## src/rtl/button_press_classifier.sv

```systemverilog
// Classifies debounced button activity into press/release edges and short, long and double presses.
// Optional auto-repeat while long-held is built when BUTTON_PRESS_CLASSIFIER_REPEAT_EN is defined.
module button_press_classifier #(
  parameter int unsigned Long_Press_Cycles          = 35_000_000,
  parameter int unsigned Double_Press_Window_Cycles = 10_500_000,
  parameter int unsigned Repeat_Cycles              = 7_000_000
) (
  input  logic clk,
  input  logic async_rst,
  input  logic clk_en,
  input  logic debounced_level,
  output logic press_pulse,
  output logic release_pulse,
  output logic short_press,
  output logic long_press,
  output logic double_press,
  output logic repeat_pulse,
  output logic busy
);

  localparam int unsigned MaxLw = (Long_Press_Cycles > Double_Press_Window_Cycles) ?
                                  Long_Press_Cycles : Double_Press_Window_Cycles;
  localparam int unsigned MaxCycles = (MaxLw > Repeat_Cycles) ? MaxLw : Repeat_Cycles;
  localparam int unsigned CntW = $clog2(MaxCycles) + 1;

  localparam logic [CntW-1:0] LongLim = CntW'(Long_Press_Cycles - 1);
  localparam logic [CntW-1:0] WinLim  = CntW'(Double_Press_Window_Cycles - 1);

  if (Long_Press_Cycles < 2 || Double_Press_Window_Cycles < 2 || Repeat_Cycles < 2) begin : g_param_check
    $error("button_press_classifier: all cycle parameters must be >= 2");
  end

  typedef enum logic [2:0] {
    IDLE           = 3'd0,
    PRESSED        = 3'd1,
    LONG_HELD      = 3'd2,
    WAIT_SECOND    = 3'd3,
    SECOND_PRESSED = 3'd4
  } state_e;

  state_e          state_q, state_d;
  logic [CntW-1:0] cnt_q, cnt_d, cnt_inc;
  logic            level_prev_q;
  logic            rise, fall;
  logic            press_q, press_d;
  logic            release_q, release_d;
  logic            short_q, short_d;
  logic            long_q, long_d;
  logic            double_q, double_d;
  logic            busy_q, busy_d;
`ifdef BUTTON_PRESS_CLASSIFIER_REPEAT_EN
  localparam logic [CntW-1:0] RepLim = CntW'(Repeat_Cycles - 1);
  logic repeat_q, repeat_d;
`endif

  always_comb begin
    rise      = debounced_level & ~level_prev_q;
    fall      = ~debounced_level & level_prev_q;
    // Saturating increment: the counter parks at all-ones instead of wrapping.
    cnt_inc   = (cnt_q == '1) ? cnt_q : cnt_q + CntW'(1);
    state_d   = state_q;
    cnt_d     = cnt_q;
    press_d   = rise;
    release_d = fall;
    short_d   = 1'b0;
    long_d    = 1'b0;
    double_d  = 1'b0;
`ifdef BUTTON_PRESS_CLASSIFIER_REPEAT_EN
    repeat_d  = 1'b0;
`endif
    case (state_q)
      IDLE: begin
        if (rise) begin
          state_d = PRESSED;
          cnt_d   = '0;
        end
      end
      PRESSED: begin
        if (debounced_level && cnt_q == LongLim) begin
          state_d = LONG_HELD;
          long_d  = 1'b1;
          cnt_d   = '0;
        end else if (fall) begin
          state_d = WAIT_SECOND;
          cnt_d   = '0;
        end else begin
          cnt_d = cnt_inc;
        end
      end
      LONG_HELD: begin
        if (fall) begin
          state_d = IDLE;
          cnt_d   = '0;
        end
`ifdef BUTTON_PRESS_CLASSIFIER_REPEAT_EN
        else if (cnt_q == RepLim) begin
          repeat_d = 1'b1;
          cnt_d    = '0;
        end else begin
          cnt_d = cnt_inc;
        end
`endif
      end
      WAIT_SECOND: begin
        // A rise on the expiry cycle is still a double press.
        if (rise) begin
          state_d  = SECOND_PRESSED;
          double_d = 1'b1;
          cnt_d    = '0;
        end else if (cnt_q == WinLim) begin
          state_d = IDLE;
          short_d = 1'b1;
          cnt_d   = '0;
        end else begin
          cnt_d = cnt_inc;
        end
      end
      SECOND_PRESSED: begin
        if (fall) begin
          state_d = IDLE;
          cnt_d   = '0;
        end
      end
      default: begin
        state_d   = IDLE;
        cnt_d     = '0;
        press_d   = 1'b0;
        release_d = 1'b0;
      end
    endcase
    busy_d = (state_d != IDLE);
  end

  always_ff @(posedge clk or posedge async_rst) begin
    if (async_rst) begin
      state_q      <= IDLE;
      cnt_q        <= '0;
      level_prev_q <= 1'b0;
      press_q      <= 1'b0;
      release_q    <= 1'b0;
      short_q      <= 1'b0;
      long_q       <= 1'b0;
      double_q     <= 1'b0;
      busy_q       <= 1'b0;
`ifdef BUTTON_PRESS_CLASSIFIER_REPEAT_EN
      repeat_q     <= 1'b0;
`endif
    end else if (clk_en) begin
      state_q      <= state_d;
      cnt_q        <= cnt_d;
      level_prev_q <= debounced_level;
      press_q      <= press_d;
      release_q    <= release_d;
      short_q      <= short_d;
      long_q       <= long_d;
      double_q     <= double_d;
      busy_q       <= busy_d;
`ifdef BUTTON_PRESS_CLASSIFIER_REPEAT_EN
      repeat_q     <= repeat_d;
`endif
    end
  end

  assign press_pulse   = press_q;
  assign release_pulse = release_q;
  assign short_press   = short_q;
  assign long_press    = long_q;
  assign double_press  = double_q;
  assign busy          = busy_q;
`ifdef BUTTON_PRESS_CLASSIFIER_REPEAT_EN
  assign repeat_pulse  = repeat_q;
`else
  assign repeat_pulse  = 1'b0;
`endif

endmodule

```

## config.mk

```make
export PLATFORM = sky130hd
export DESIGN_NAME = button_press_classifier
export DESIGN_NICKNAME = d
export VERILOG_FILES = /design/src/rtl/button_press_classifier.sv
export SDC_FILE = /design/constraint.sdc
export NUM_CORES = 1
export LEC_CHECK = 0
export CAP_MARGIN = 20
export CORE_ASPECT_RATIO = 0.8
export CORE_MARGIN = 3
export CORE_UTILIZATION = 65
export DETAILED_ROUTE_END_ITERATION = 8
export PLACE_DENSITY = 0.85
export SLEW_MARGIN = 15
export SYNTH_ARGS = -nofsm -noshare
export SYNTH_HDL_FRONTEND = slang
export SYNTH_SLANG_ARGS = --single-unit
```

## constraint.sdc

```tcl
create_clock -name clk -period 5.7 [get_ports clk]
set_input_delay 1.71 -clock clk [delete_from_list [all_inputs] [get_ports clk]]
set_output_delay 1.71 -clock clk [all_outputs]
set_load 0.02 [all_outputs]
```

======== Word-level counts from Yosys, hierarchy flattened ========
Index checks and enable logic that the tools add are counted.
storage, ports and cells
  register bits ........................... 37
  bits of input ports ..................... 4
  output and inout bits ................... 7
cells by class
  $add $sub $neg .......................... 1
  equal/unequal tests ..................... 9
  mux-type cells .......................... 24
  bitwise gates (word level) .............. 4
  reduce and logical (&&, ||, !) cells .... 6
operators with widths
  operator                                                                 count
  27-bit 2-to-1 mux                                                        7
  27-bit case mux with 4 select lines                                      1
  27-bit by 1-bit adder with 27-bit output, second input constant          1
  27-bit by 24-bit equality test with 1-bit output, second input constant  1
  27-bit by 26-bit equality test with 1-bit output, second input constant  1
  27-bit equality test, second input constant                              1
  3-bit 2-to-1 mux                                                         6
  3-bit case mux with 4 select lines                                       1
  1-bit 2-to-1 mux                                                         9
  3-bit by 2-bit equality test with 1-bit output, second input constant    2
  5-bit OR reduction                                                       1
  3-bit by 1-bit equality test with 1-bit output, second input constant    1
  3-bit equality test, second input constant                               1
  3-bit logical NOT                                                        1
  3-bit AND reduction                                                      1
  3-bit nonzero test                                                       1
  1-bit AND                                                                2
  2-bit by 1-bit != test with 1-bit output, second input constant          1
  2-bit != test, second input constant                                     1
  1-bit inverter                                                           2
  2-bit OR reduction                                                       1
  1-bit logical AND                                                        1

======== Logic depth before layout (Yosys ltp) ========
  depth in word-level cells ............... 6
  gate-level depth with buffers ........... 9

======== Worst setup path after synthesis ========
OpenSTA, ideal clock, no wires.
  kind .................................... input-to-reg
  start ................................... input debounced_level
  end ..................................... register cnt_q[16]
  library setup time ...................... 0.128 ns
  arrival ................................. 2.929 ns
  data required time ...................... 5.572 ns
  slack ................................... 2.643 ns
  stages .................................. 8
  buffers on the path ..................... 2
  cell sequence ........................... nor4bb_1 > nand3_1 > o31ai_4 > a21oi_2 > buf_6 > buf_6 > a31oi_1 > o31ai_1
on the way
  word-level cells in the longest chain between the ends .. 5
ends and longest elaborated chain
  what                                 RTL line  source
  start, declared                      11        input logic debounced_level,
  1-bit inverter                       58        fall = ~debounced_level & level_prev_q;
  1-bit AND                            58
  27-bit 2-to-1 mux                    83        end else if (fall) begin
  27-bit 2-to-1 mux                    79        if (debounced_level && cnt_q == LongLim) begin
  27-bit case mux with 4 select lines  71        case (state_q)
  end signal, assigned                 150       cnt_q <= cnt_d;
  end, declared                        42        logic [CntW-1:0] cnt_q, cnt_d, cnt_inc;
Parallel ways exist; a longest one is shown, timed or not.
A chain may end at the register's enable or synchronous reset.

======== Worst setup path in the final report ========
  start ................................... input debounced_level
  end ..................................... register cnt_q[7]
Same word-level chain as after synthesis.

==> flow_metrics.env <==
export IMPL_dp_hpwl_um=4020
export IMPL_tns_ns=0
export IMPL_finalSetupViolations=0
export IMPL_synth_simple_area_share=0.313
export IMPL_fmax_ghz=0.242
export IMPL_cts_buffers=5
export IMPL_cts_htree_levels=2
export IMPL_cts_sink_count=37
export IMPL_cts_tree="done"
export IMPL_multiInputGateArea_um2=1300
export IMPL_arrival_ns=4.33
export IMPL_seqCellArea_um2=926
export IMPL_n_antenna_cell=0
export IMPL_min_from="short_press"
export IMPL_fin_area_um2=2550
export IMPL_clock_skew_ns=0.00498
export IMPL_setup_ws_ns=1.57
export IMPL_drc=0
export IMPL_synthXorXnorAreaFrac=0.0109
export IMPL_r2r_end="cnt_q[7]"
export IMPL_reg2reg_depth=6
export IMPL_drive_gt1_frac=0.0699
export IMPL_nNetsFinal=290
export IMPL_io_buffers=9
export IMPL_clk_pin_slew_ns=0.07
export IMPL_hold_path_depth=1
export IMPL_drt_total_wl_um=5760
export IMPL_final_common_cell="dfrtp_1"
export IMPL_synth_top_family_by_area="simple AND/OR/NAND/NOR gates"
export IMPL_critical_path_class="in2reg"
export IMPL_syn_mean_instance_area_um2=8.36
export IMPL_dieArea_um2=4460
export IMPL_synthFlopType="dfrtp_1"
export IMPL_antenna_found_initial=0
export IMPL_ctsHoldBuffers=0
export IMPL_final_core_util=0.730
export IMPL_grt_overflow=0
export IMPL_synthesis_nets=292
export IMPL_worst_pin_slew_ns=0.718
export IMPL_ys_seq_area_frac=0.386
export IMPL_finalCritPeriodShare=0.724
export IMPL_peakVddDrop_mv=0.222
export IMPL_reg2reg_slack_ns=3.05
export IMPL_powerDensity_nw_per_um2=332
export IMPL_viasPerCell=6.85
export IMPL_post_synth_num_cell_types=51
export IMPL_row_count=19
export IMPL_yosysWarningCount=0
export IMPL_synth_compound_area_frac=0.188
export IMPL_cp_required_ns=5.91
export IMPL_grt_pass1_wl_um=9580
export IMPL_initial_core_util=0.687
export IMPL_dp_slack_ns=1.32
export IMPL_dr_pass1_iters=5
export IMPL_wl_per_cell_um=17.5
export IMPL_period_minus_slack_ns=4.13
export IMPL_slew_headroom=0.521
export IMPL_syn2layout_area_growth_pct=6.31
export IMPL_first_iter_violations=304
export IMPL_ys_seq_elements=37
export IMPL_crit_fanout=20
export IMPL_ant_nets=0
export IMPL_die_x_um=73.9
export IMPL_worstSetupStartpointType="primary input"
export IMPL_hold_path_class="reg2reg"
export IMPL_final_max_slew_viol_count=0
export IMPL_rsz0062_at_grt="no"
export IMPL_clockBufferDepth=2
export IMPL_endpoint_kind="flip-flop"
export IMPL_synthMuxAreaShare=0.0219
export IMPL_async_flop_share=1.00
export IMPL_syn_area_um2=2400
export IMPL_postCtsSetupBuffers=0
export IMPL_clock_root_buffer="clkbuf_8"
export IMPL_place_congestion=0.950
export IMPL_final_cell_mix="dfrtp_1, nand2_1, nand3_1, inv_1"
export IMPL_r2r_start="level_prev_q"
export IMPL_grt_max_degree=32
export IMPL_p_leak_nw=1.00
export IMPL_maxCapViolations=0
export IMPL_die_height_um=60.3
export IMPL_ios=11
export IMPL_place_area_um2=2450
export IMPL_synthAdderAreaFrac=0.00521
export IMPL_fillCellCount=284
export IMPL_syn_inst=287
export IMPL_core_area_um2=3490
export IMPL_worstSkewPairLatency_ns=0.29
export IMPL_hold_viol_final=0
export IMPL_post_cts_resized=0
export IMPL_route_vias_total=2247
export IMPL_hold_path_endpoint="short_press"
export IMPL_grtUsageTotal=0.282
export IMPL_grt_pass1_vias=2048
export IMPL_synth_edff_count=0
export IMPL_outcome="complete, no violations"
export IMPL_holdWs_ns=0.510
[critical path, cell delays in order]
cell             delay, ns
clkdlybuf4s50_1       0.48
nor2b_1               0.46
a211o_1               0.22
nand2_1               0.39
a211o_1               0.58
or3_1                 0.40
o21ai_0               0.09
[per-layer routing]
layer / share of wire / up-vias / track usage
met2: 0.44 / 119 / 0.410
met4: 0.016 / 0 / 0.0904
met3: 0.085 / 16 / 0.0662
met1: 0.45 / 1058 / 0.415
met5: 0 / - / 0
li1: - / 1054 / -
[cells in the mapped netlist, drive strengths merged, types with 3 or more instances]
library cell,n,area [µm²]
nand2,24,90.1
mux2i,3,30.0
and2,4,25.0
xnor2,3,26.3
nand3,22,110
nor2,18,70.1
nand2b,4,25.0
a21oi,13,68.8
nor4b,5,50.0
a41oi,5,43.8
o21ai,21,105
o31ai,7,66.3
inv,18,67.6
nor2b,4,25.0
clkbuf,6,23.8
buf,14,83.8
nor4,6,50.0
and3,7,43.8
a31oi,14,87.6
dfrtp,37,926
nand4,15,100
nor4bb,3,30.0
or3,7,43.8
nor3,6,30.0
[logic make-up (layout without fill, tap and decap cells)]
logic type                 count (synthesis)  in the layout
and+or+nand+nor                          132            132
AOI/OAI and AO/OA                         70             70
buffers and inverters                     38             37
DFF                                       37             37
muxes                                      5              5
xor gates and xnor gates                   3              3
adders and majority gates                  1              1
other                                      1              1
[worst max-delay path by stage]
stage | from | end | slack (ns) | cells after the start
4_1_cts | debounced_level | cnt_q[7] | 1.62 | 7
3_3_place_gp | debounced_level | cnt_q[23] | 1.46 | 7
2_1_floorplan | debounced_level | cnt_q[16] | 2.64 | 8
3_5_place_dp | debounced_level | cnt_q[7] | 1.32 | 7
6_report | debounced_level | cnt_q[7] | 1.57 | 7
5_1_grt | debounced_level | cnt_q[23] | 1.34 | 7
[power breakdown]
part	switching (W)	internal, W
sequential	0.0000685	0.000297
combinational	0.000175	0.000106
clock	0.0000906	0.000109
total	0.000334	0.000512
[cell type report]
class / count / area share
Clock buffer: 7 / 0.0378
Clock inverter: 1 / 0.00196
Inverter: 18 / 0.0265
Multi-Input combinational cell: 212 / 0.509
Sequential cell: 37 / 0.363
Tap cell: 42 / 0.0206
Timing Repair Buffer: 11 / 0.0412
[sequential cells by signal, summed over array words and instances, names as in the netlist]
name,flops
busy,1
press_pulse,1
cnt_q,27
state_q,3
long_press,1
release_pulse,1
level_prev_q,1
short_press,1
double_press,1
[through the flow]
stage               power, W  instances
floorplan           0.000597        287
global placement    0.000634        320
detailed placement  0.000642        320
CTS                 0.000841        328
global route        0.000899        328
finish              0.000846        328
Power figures use the tool's default switching activity.
